<file path="config.mk">
export PLATFORM = sky130hd
export DESIGN_NAME = alu_seq
export DESIGN_NICKNAME = d
export VERILOG_FILES = /design/src/rtl/alu_seq.sv
export SDC_FILE = /design/constraint.sdc
export NUM_CORES = 1
export LEC_CHECK = 0
export CORE_MARGIN = 4
export CORE_UTILIZATION = 30
export DETAILED_ROUTE_END_ITERATION = 12
export PLACE_DENSITY = 0.49
export SLEW_MARGIN = 40
export SYNTH_ARGS = -nofsm -noshare
export SYNTH_HDL_FRONTEND = slang
export SYNTH_SLANG_ARGS = --single-unit
export TNS_END_PERCENT = 50
</file>
<file path="constraint.sdc">
create_clock -name CLK -period 3.5 [get_ports CLK]
set_input_delay 0.7 -clock CLK [delete_from_list [all_inputs] [get_ports CLK]]
set_output_delay 0.7 -clock CLK [all_outputs]
set_load 0.05 [all_outputs]
</file>
<file path="src/rtl/alu_seq.sv">
// Handshaked ALU: single-cycle logic/arith/compare/shift ops plus iterative
// unsigned multiply and restoring divide, one bit per cycle.
//
// state  | meaning
// S_IDLE | ready for a request; single-cycle ops resolve on acceptance
// S_BUSY | MUL/DIV engine iterating, WIDTH steps
// S_DONE | result valid, held until downstream takes it
module alu_seq #(
  parameter int WIDTH = 16,
  parameter int CNT_W = $clog2(WIDTH + 1)
) (
  input  logic             CLK,
  input  logic             RST,
  input  logic             IN_VALID,
  output logic             IN_READY,
  input  logic [WIDTH-1:0] A,
  input  logic [WIDTH-1:0] B,
  input  logic [3:0]       ALU_FUN,
  output logic             OUT_VALID,
  input  logic             OUT_READY,
  output logic [WIDTH-1:0] ALU_OUT,
  output logic [WIDTH-1:0] ALU_OUT_HI,
  output logic             Carry_Flag,
  output logic             Arith_Flag,
  output logic             Logic_Flag,
  output logic             CMP_Flag,
  output logic             Shift_Flag,
  output logic             Div_Zero_Flag
);

  typedef enum logic [1:0] {S_IDLE, S_BUSY, S_DONE} state_t;

  localparam logic [3:0] OP_ADD = 4'd0,  OP_SUB = 4'd1,  OP_MUL  = 4'd2,  OP_DIV  = 4'd3;
  localparam logic [3:0] OP_AND = 4'd4,  OP_OR  = 4'd5,  OP_NAND = 4'd6,  OP_NOR  = 4'd7;
  localparam logic [3:0] OP_XOR = 4'd8,  OP_XNOR = 4'd9, OP_CMPEQ = 4'd10, OP_CMPG = 4'd11;
  localparam logic [3:0] OP_CMPL = 4'd12, OP_SHR = 4'd13, OP_SHL  = 4'd14;
  localparam logic [CNT_W-1:0] CNT_LAST = CNT_W'(WIDTH - 1);

  state_t           state;
  logic [CNT_W-1:0] cnt;
  logic             op_div;
  logic [WIDTH-1:0] op_b, acc_lo, acc_hi;

  logic [WIDTH:0]   sum, diff;
  logic [WIDTH-1:0] sc_lo, sc_hi;
  logic             sc_carry, sc_arith, sc_logic, sc_cmp, sc_shift, sc_dz;
  logic             start_engine;

  assign sum  = {1'b0, A} + {1'b0, B};
  assign diff = {1'b0, A} - {1'b0, B};
  assign start_engine = (ALU_FUN == OP_MUL) || ((ALU_FUN == OP_DIV) && (B != '0));

  always_comb begin
    sc_lo = '0; sc_hi = '0; sc_carry = 1'b0;
    sc_arith = 1'b0; sc_logic = 1'b0; sc_cmp = 1'b0; sc_shift = 1'b0; sc_dz = 1'b0;
    case (ALU_FUN)
      OP_ADD:   begin sc_lo = sum[WIDTH-1:0];  sc_carry = sum[WIDTH];  sc_arith = 1'b1; end
      OP_SUB:   begin sc_lo = diff[WIDTH-1:0]; sc_carry = diff[WIDTH]; sc_arith = 1'b1; end
      // only reached with B == 0; nonzero divisors go to the engine
      OP_DIV:   begin sc_hi = A; sc_arith = 1'b1; sc_dz = 1'b1; end
      OP_AND:   begin sc_lo = A & B;    sc_logic = 1'b1; end
      OP_OR:    begin sc_lo = A | B;    sc_logic = 1'b1; end
      OP_NAND:  begin sc_lo = ~(A & B); sc_logic = 1'b1; end
      OP_NOR:   begin sc_lo = ~(A | B); sc_logic = 1'b1; end
      OP_XOR:   begin sc_lo = A ^ B;    sc_logic = 1'b1; end
      OP_XNOR:  begin sc_lo = ~(A ^ B); sc_logic = 1'b1; end
      OP_CMPEQ: begin sc_lo = (A == B) ? WIDTH'(1) : '0; sc_cmp = 1'b1; end
      OP_CMPG:  begin sc_lo = (A > B)  ? WIDTH'(2) : '0; sc_cmp = 1'b1; end
      OP_CMPL:  begin sc_lo = (A < B)  ? WIDTH'(3) : '0; sc_cmp = 1'b1; end
      OP_SHR:   begin sc_lo = {1'b0, A[WIDTH-1:1]}; sc_carry = A[0];       sc_shift = 1'b1; end
      OP_SHL:   begin sc_lo = {A[WIDTH-2:0], 1'b0}; sc_carry = A[WIDTH-1]; sc_shift = 1'b1; end
      default:  ;
    endcase
  end

  // One iteration of each engine; {acc_hi, acc_lo} is the product or {remainder, quotient}
  logic [WIDTH:0]   mul_sum, div_shift;
  logic [WIDTH-1:0] div_diff, step_lo, step_hi;
  logic             div_ge;

  assign mul_sum   = {1'b0, acc_hi} + (acc_lo[0] ? {1'b0, op_b} : '0);
  assign div_shift = {acc_hi, acc_lo[WIDTH-1]};
  assign div_ge    = div_shift >= {1'b0, op_b};
  assign div_diff  = div_shift[WIDTH-1:0] - op_b;
  assign step_lo   = op_div ? {acc_lo[WIDTH-2:0], div_ge} : {mul_sum[0], acc_lo[WIDTH-1:1]};
  assign step_hi   = op_div ? (div_ge ? div_diff : div_shift[WIDTH-1:0]) : mul_sum[WIDTH:1];

  always_ff @(posedge CLK or negedge RST) begin
    if (!RST) begin
      state <= S_IDLE; cnt <= '0; op_div <= 1'b0;
      op_b <= '0; acc_lo <= '0; acc_hi <= '0;
      IN_READY <= 1'b1; OUT_VALID <= 1'b0;
      ALU_OUT <= '0; ALU_OUT_HI <= '0;
      Carry_Flag <= 1'b0; Arith_Flag <= 1'b0; Logic_Flag <= 1'b0;
      CMP_Flag <= 1'b0; Shift_Flag <= 1'b0; Div_Zero_Flag <= 1'b0;
    end else begin
      case (state)
        S_IDLE: if (IN_VALID) begin
          IN_READY <= 1'b0;
          if (start_engine) begin
            acc_lo <= A; acc_hi <= '0; op_b <= B;
            op_div <= (ALU_FUN == OP_DIV);
            cnt    <= CNT_LAST;
            state  <= S_BUSY;
          end else begin
            ALU_OUT <= sc_lo; ALU_OUT_HI <= sc_hi;
            Carry_Flag <= sc_carry; Arith_Flag <= sc_arith; Logic_Flag <= sc_logic;
            CMP_Flag <= sc_cmp; Shift_Flag <= sc_shift; Div_Zero_Flag <= sc_dz;
            OUT_VALID <= 1'b1;
            state     <= S_DONE;
          end
        end
        S_BUSY: begin
          acc_lo <= step_lo; acc_hi <= step_hi;
          if (cnt == '0) begin
            ALU_OUT <= step_lo; ALU_OUT_HI <= step_hi;
            Carry_Flag <= 1'b0; Arith_Flag <= 1'b1; Logic_Flag <= 1'b0;
            CMP_Flag <= 1'b0; Shift_Flag <= 1'b0; Div_Zero_Flag <= 1'b0;
            OUT_VALID <= 1'b1;
            state     <= S_DONE;
          end else begin
            cnt <= cnt - CNT_W'(1);
          end
        end
        S_DONE: if (OUT_READY) begin
          OUT_VALID <= 1'b0;
          IN_READY  <= 1'b1;
          state     <= S_IDLE;
        end
        default: state <= S_IDLE;
      endcase
    end
  end

endmodule

</file>
---- Word-level counts from Yosys, hierarchy flattened ----
Index checks and enable logic that the tools add are counted.
cells by class
  eq/ne operators ......................... 23
  reductions and logical operators ........ 20
  add/sub/neg operators ................... 5
  muxes and demuxes ....................... 65
  $lt $le $gt $ge ......................... 3
  bitwise gates (word level) .............. 6
operator list
  operator                                                         number
  16-bit 2-to-1 mux                                                15
  16-bit one-hot mux with 13 select lines                          1
  16-bit one-hot mux with 2 select lines                           4
  16-bit inverter                                                  3
  16-bit by 16-bit adder with 17-bit output                        2
  4-bit == test, second input constant                             7
  1-bit 2-to-1 mux                                                 25
  17-bit by 16-bit greater-or-equal comparator with 1-bit output   1
  16-bit by 16-bit subtractor with 17-bit output                   1
  16-bit AND                                                       1
  16-bit == test                                                   1
  4-bit by 3-bit == test with 1-bit output, second input constant  4
  16-bit > comparator                                              1
  16-bit < comparator                                              1
  16-bit OR                                                        1
  16-bit nonzero test                                              1
  16-bit subtractor                                                1
  16-bit bitwise XOR                                               1
  5-bit 2-to-1 mux                                                 3
  1-bit one-hot mux with 2 select lines                            7
  2-bit 2-to-1 mux                                                 6
  2-bit inequality test, second input constant                     6
  3-bit AND reduction                                              4
  5-bit one-hot mux with 2 select lines                            1
  other kinds (20)                                                 24
storage, ports and cells
  flip-flop bits (word level) ............. 96
  logic and storage cells ................. 138
  output and inout bits ................... 40
  input bits .............................. 40

---- Longest topological paths before layout ----
  depth after elaboration ................. 6
  depth in mapped cells ................... 12
  gate-level depth less buffers ........... 12

---- Worst setup path after synthesis ----
No wires, ideal clock.
  path kind ............................... in2reg
  from .................................... in A[0]
  to ...................................... reg ALU_OUT[8]
  buffers on the path ..................... 0
  setup slack ............................. 559 ps
  stages .................................. 10
  arrival ................................. 2816 ps
  data required time ...................... 3374 ps
  setup time .............................. 126 ps
  cells stage by stage .................... ha_1 > fa_1 > a21oi_1 > o22ai_1 > or2_2 > a21oi_1 > o21bai_1 > a221oi_1 > o211ai_1 > a221o_1
between the ends
  longest elaborated chain between the ends .. 5
  elaborated cells on any way between the ends .. 6
  classes of those cells .................. add/sub: 2; mux: 4
ends and longest elaborated chain
  what                                                                                                                RTL line  RTL
  from (decl)                                                                                                         16        input logic [WIDTH-1:0] A,
  16-bit by 16-bit subtractor with 17-bit output / 16-bit by 16-bit adder with 17-bit output (equally long branches)  50, 49
  16-bit one-hot mux with 13 select lines (*)                                                                         56        case (ALU_FUN)
  16-bit 2-to-1 mux (*)                                                                                               100       if (start_engine) begin
  16-bit 2-to-1 mux (*)                                                                                               98        S_IDLE: if (IN_VALID) begin
  16-bit one-hot mux with 2 select lines (*)                                                                          97        case (state)
  to (signal assigned)                                                                                                106       ALU_OUT <= sc_lo; ALU_OUT_HI <= sc_hi;
  to (signal assigned)                                                                                                116       ALU_OUT <= step_lo; ALU_OUT_HI <= step_hi;
  to (decl)                                                                                                           21        output logic [WIDTH-1:0] ALU_OUT,
Mark *: on every way between the ends. The rest lies on a longest branch, timed or not. The select of a mux whose other input is x is not followed.
A chain may end at the register's enable or synchronous reset.

---- Final worst setup path ----
  from .................................... in B[0]
  to ...................................... reg ALU_OUT[12]
between the ends
  longest elaborated chain between the ends .. 5
  elaborated cells on any way between the ends .. 11
  classes of those cells .................. add/sub: 2; eq/ne: 1; mux: 4; reduce/logical: 4
ends and longest elaborated chain
  what                                                                                  RTL line  RTL
  from (decl)                                                                           17        input logic [WIDTH-1:0] B,
  16-bit by 16-bit subtractor with 17-bit output, or another cell as far along          50        assign diff = {1'b0, A} - {1'b0, B};
  16-bit one-hot mux with 13 select lines / 1-bit logical AND (equally long branches)   56, 51
  16-bit 2-to-1 mux / 1-bit logical OR (equally long branches)                          100, 51
  16-bit 2-to-1 mux / 2-bit inequality test (equally long branches)                     n/a
  16-bit one-hot mux with 2 select lines / 4-bit AND reduction (equally long branches)  n/a
Parallel ways exist; a longest one is shown, timed or not. The select of a mux whose other input is x is not followed.

==> flow_summary_export.csv <==
group,metric,value,unit
clock_tree,htree_num_levels,3,
critical_path,ff2ff_path_depth,9,
yosys,synthTopCellsByArea,"dfrtp_1, ha_1, a21oi_1, o21ai_0, nand2_1",
status,status,"finished, final reports clean",
critical_path,r2r-end,"ALU_OUT_HI[7]",
floorplanning,boundaryPins,80,
cells_and_area,syn2layout_area_growth,28.3,%
min_path,hold_class,"in2async",
clock_tree,clock_sinks,96,
route,drc,0,
critical_path,crit_arrival,3.60,ns
cells_and_area,fin_nets,1487,
critical_path,critPathBufInv,3,
floorplanning,initial_utilization,30.7,%
power_and_ir_drop,finalPower,0.00790,W
global_routing,grt_use_total,20.5,%
yosys,ys_seq_area_share,26.2,%
clock_tree,clk_pin_slew,0.07,ns
critical_path,crit_slowest_cell,"clkdlybuf4s50_1",
yosys,syn_area,9160,um^2
timing,rsz0062_at_grt,"false",
flow_run,cap_violations,0,
floorplanning,die_h,183,um
critical_path,worstSetupPathType,"in2reg",
critical_path,startpoint_type,"input port",
yosys,avgSynthCellArea,7.75,um^2
clock_tree,cts_setup_buffers,0,
timing,maxSlewViolCount,0,
cells_and_area,utilization,39.3,%
floorplanning,dieWidth,183,um
timing,clock_skew,0.00880,ns
power_and_ir_drop,p_leak,5.23,nW
route,drt_iter0_drc,682,
yosys,syn_inst,1182,
critical_path,critPathCaptureType,"flip-flop",
power_and_ir_drop,irDropWorstVdd,0.228,mV
clock_tree,cts_buffers,9,
yosys,yosys_warnings,0,
timing,setup_viol,0,
global_routing,grt_max_degree,97,
route,first_pass_iters,5,
clock_tree,insertion_delay,0.36,ns
placed_design,placed_cells_incl_taps,1740,
placed_design,io_buffer_count,79,
clock_tree,cts_tree,"built",
timing,max_freq,296,MHz
yosys,synthFlopType,"dfrtp_1",
global_routing,grt_pass1_wl,54000,um
critical_path,cpLargestDelayFamily,"compound AO/OA/AOI/OAI gates",
critical_path,critPathRequiredTime,3.73,ns
yosys,synth_top_area_share,26.0,%
route,wl_per_cell,19.8,um
critical_path,rrSetupSlack,0.34,ns
timing,max_slew_margin,54.8,%
critical_path,critPathMaxStageDelay,0.59,ns
route,viasPerCell,5.34,
yosys,ys_async_sr_fraction,100,%
timing,layout_min_cycle_time,3.37,ns
timing,tns,0,ns
floorplanning,row_count,63,
yosys,synth_seq_cells,96,
cells_and_area,insertedDiodeCount,0,
floorplanning,core,29900,um^2
global_routing,overflow,0,
yosys,yosys.area.top_type,"dfrtp_1",
route,wl,34800,um
placed_design,place_hpwl,27800,um
cells_and_area,layoutNonFillerInstCount,1755,
route,vias,9373,
critical_path,crit_path_max_fanout,4,
route,ant_nets,0,
critical_path,startpoint,"B[0]",
critical_path,timing.rr.start,"acc_hi[9]",
critical_path,crit_cells,13,
yosys,synth_edf_count,0,
yosys,yosysUniqueCellTypes,82,
critical_path,crit_end,"ALU_OUT[12]",
timing,worstMarginPinSlew,0.673,ns
placed_design,gp_congestion,0.906,
clock_tree,clock_tree.buffer_depth,2,
critical_path,path_cells,"clkdlybuf4s50_1 > ha_1 > inv_1 > fa_1 > nand2b_4 > a221o_1 > a211oi_4 > o31ai_4 > a2bb2oi_1 > buf_4 > a211o_1 > a21oi_1 > o22ai_1",
global_routing,grt_pass1_vias,9273,
floorplanning,dieArea,33400,um^2
timing,post-route-period-util,96.4,%
global_routing,antenna_found_initial,0,
clock_tree,root_buffer,"clkbuf_16",
power_and_ir_drop,power.density,673,nW/um^2
yosys,syn-num-nets,1308,
cells_and_area,drive_gt1_share,15.2,%
timing,hold_viol,0,
[worst min-delay path by stage]
stage | start | end | cells after the start
finish | RST | cnt[2] | 2
global route | RST | cnt[2] | 2
CTS | RST | ALU_OUT_HI[0] | 2
detailed placement | ALU_OUT[4] | ALU_OUT[4] | 2
global placement | ALU_OUT[4] | ALU_OUT[4] | 2
floorplan | RST | ALU_OUT[0] | 0
[repair_timing]
action                                 4_1_cts  5_1_grt
setup endpoints to repair                    1        6
gates resized for setup                      0        5
hold buffers                                 0        0
endpoints found under the hold margin        0        0
[report_power, final]
part / switching [W] / total, W / internal (W)
logic: 0.00292 / 0.00483 / 0.00191
clock network: 0.000461 / 0.00113 / 0.000665
registers: 0.000413 / 0.00194 / 0.00153
total: 0.00379 / 0.00790 / 0.00411
[placed cells by master (no fill, tap or decap), types with 11 or more instances in the layout]
cell / netlist / layout
a211oi_1: 11 / 11
dfrtp_1: 95 / 95
xnor2_1: 25 / 25
o21ai_0: 108 / 108
o22ai_1: 12 / 12
nor2_1: 87 / 87
o21a_1: 15 / 15
buf_4: 1 / 148
o21ai_1: 12 / 12
mux2i_1: 22 / 22
inv_1: 88 / 88
nor2b_1: 12 / 11
clkdlybuf4s50_1: 0 / 76
xor2_1: 12 / 12
nand2b_1: 15 / 14
ha_1: 82 / 82
and2_1: 20 / 20
nor3_1: 31 / 31
a21o_1: 16 / 16
nand3_1: 21 / 21
a21oi_1: 112 / 112
a31oi_1: 13 / 13
nand2_1: 137 / 137
o211ai_1: 17 / 17
[flip-flops by register name, summed over array words and instances (netlist names)]
register	flops
acc_lo	16
Shift_Flag	1
ALU_OUT	16
OUT_VALID	1
cnt	5
Div_Zero_Flag	1
op_div	1
CMP_Flag	1
ALU_OUT_HI	16
acc_hi	16
state	2
Arith_Flag	1
op_b	16
IN_READY	1
Carry_Flag	1
Logic_Flag	1
[layout make-up]
type,count,area [um^2]
Fill cell,3081,18100
Multi-Input combinational cell,934,6190
Sequential cell,96,2400
Timing Repair Buffer,232,2010
Tap cell,390,488
Inverter,88,330
Clock buffer,11,253
Clock inverter,4,76.3
[through the flow]
| stage | worst slack, ns | cell area [um^2] | hold WS, ns |
|---|---|---|---|
| 2_1_floorplan | 0.559 | 9160 | 0.404 |
| 3_3_place_gp | -0.358 | 11400 | 0.453 |
| 3_5_place_dp | -0.372 | 11400 | 0.465 |
| 4_1_cts | -0.0134 | 11700 | 0.423 |
| 5_1_grt | 0.0199 | 11700 | 0.395 |
| 6_report | 0.126 | 11700 | 0.340 |
[Yosys cell counts, drive strengths merged (4+ instances only)]
master and instances:
a211o 6, a211oi 13, a21o 16, a21oi 114, a221o 7, a221oi 7, a222oi 6, a22oi 8
a311oi 4, a31oi 13, a32oi 4, and2 20, buf 22, clkbuf 42, dfrtp 95, fa 4
ha 82, inv 88, mux2 7, mux2i 22, nand2 137, nand2b 16, nand3 21, nor2 88
nor2b 12, nor3 31, nor4 8, o211ai 17, o21a 15, o21ai 122, o21bai 8, o221ai 6
o22ai 12, o311ai 4, o31ai 11, or2 5, xnor2 25, xor2 12
[worst reg2reg max path, cell delays in order, from the launching register on]
cell and delay (ns):
dfrtp_1 0.43, ha_1 0.35, a21oi_1 0.20, o21bai_1 0.14, a2111oi_2 0.52, o21a_1 0.49
o21ai_1 0.13, a311oi_1 0.53, a21oi_1 0.14, o21ai_1 0.14
[routing by layer]
| layer | track usage (%) | wire length [um] | vias up |
|---|---|---|---|
| met2 | 34.8 | 16700 | 235 |
| met4 | 4.26 | 518 | 0 |
| met3 | 2.35 | 1490 | 28 |
| li1 | - | - | 4604 |
| met1 | 28.3 | 16200 | 4506 |
| met5 | 0 | 0 | - |
[kinds of logic (layout without fill, tap and decap cells)]
family	after synthesis	count (layout)	share of synthesized area [%]
multiplexers	29	29	3.26
flip-flops	96	96	26.2
adder cells (fa/ha/maj)	86	86	12.1
XOR/XNOR	37	37	3.54
AND/OR/NAND/NOR	357	357	17.9
AO/OA/AOI/OAI	425	425	30.4
buffers and inverters	152	335	6.58
(Power assumes the default switching activity.)
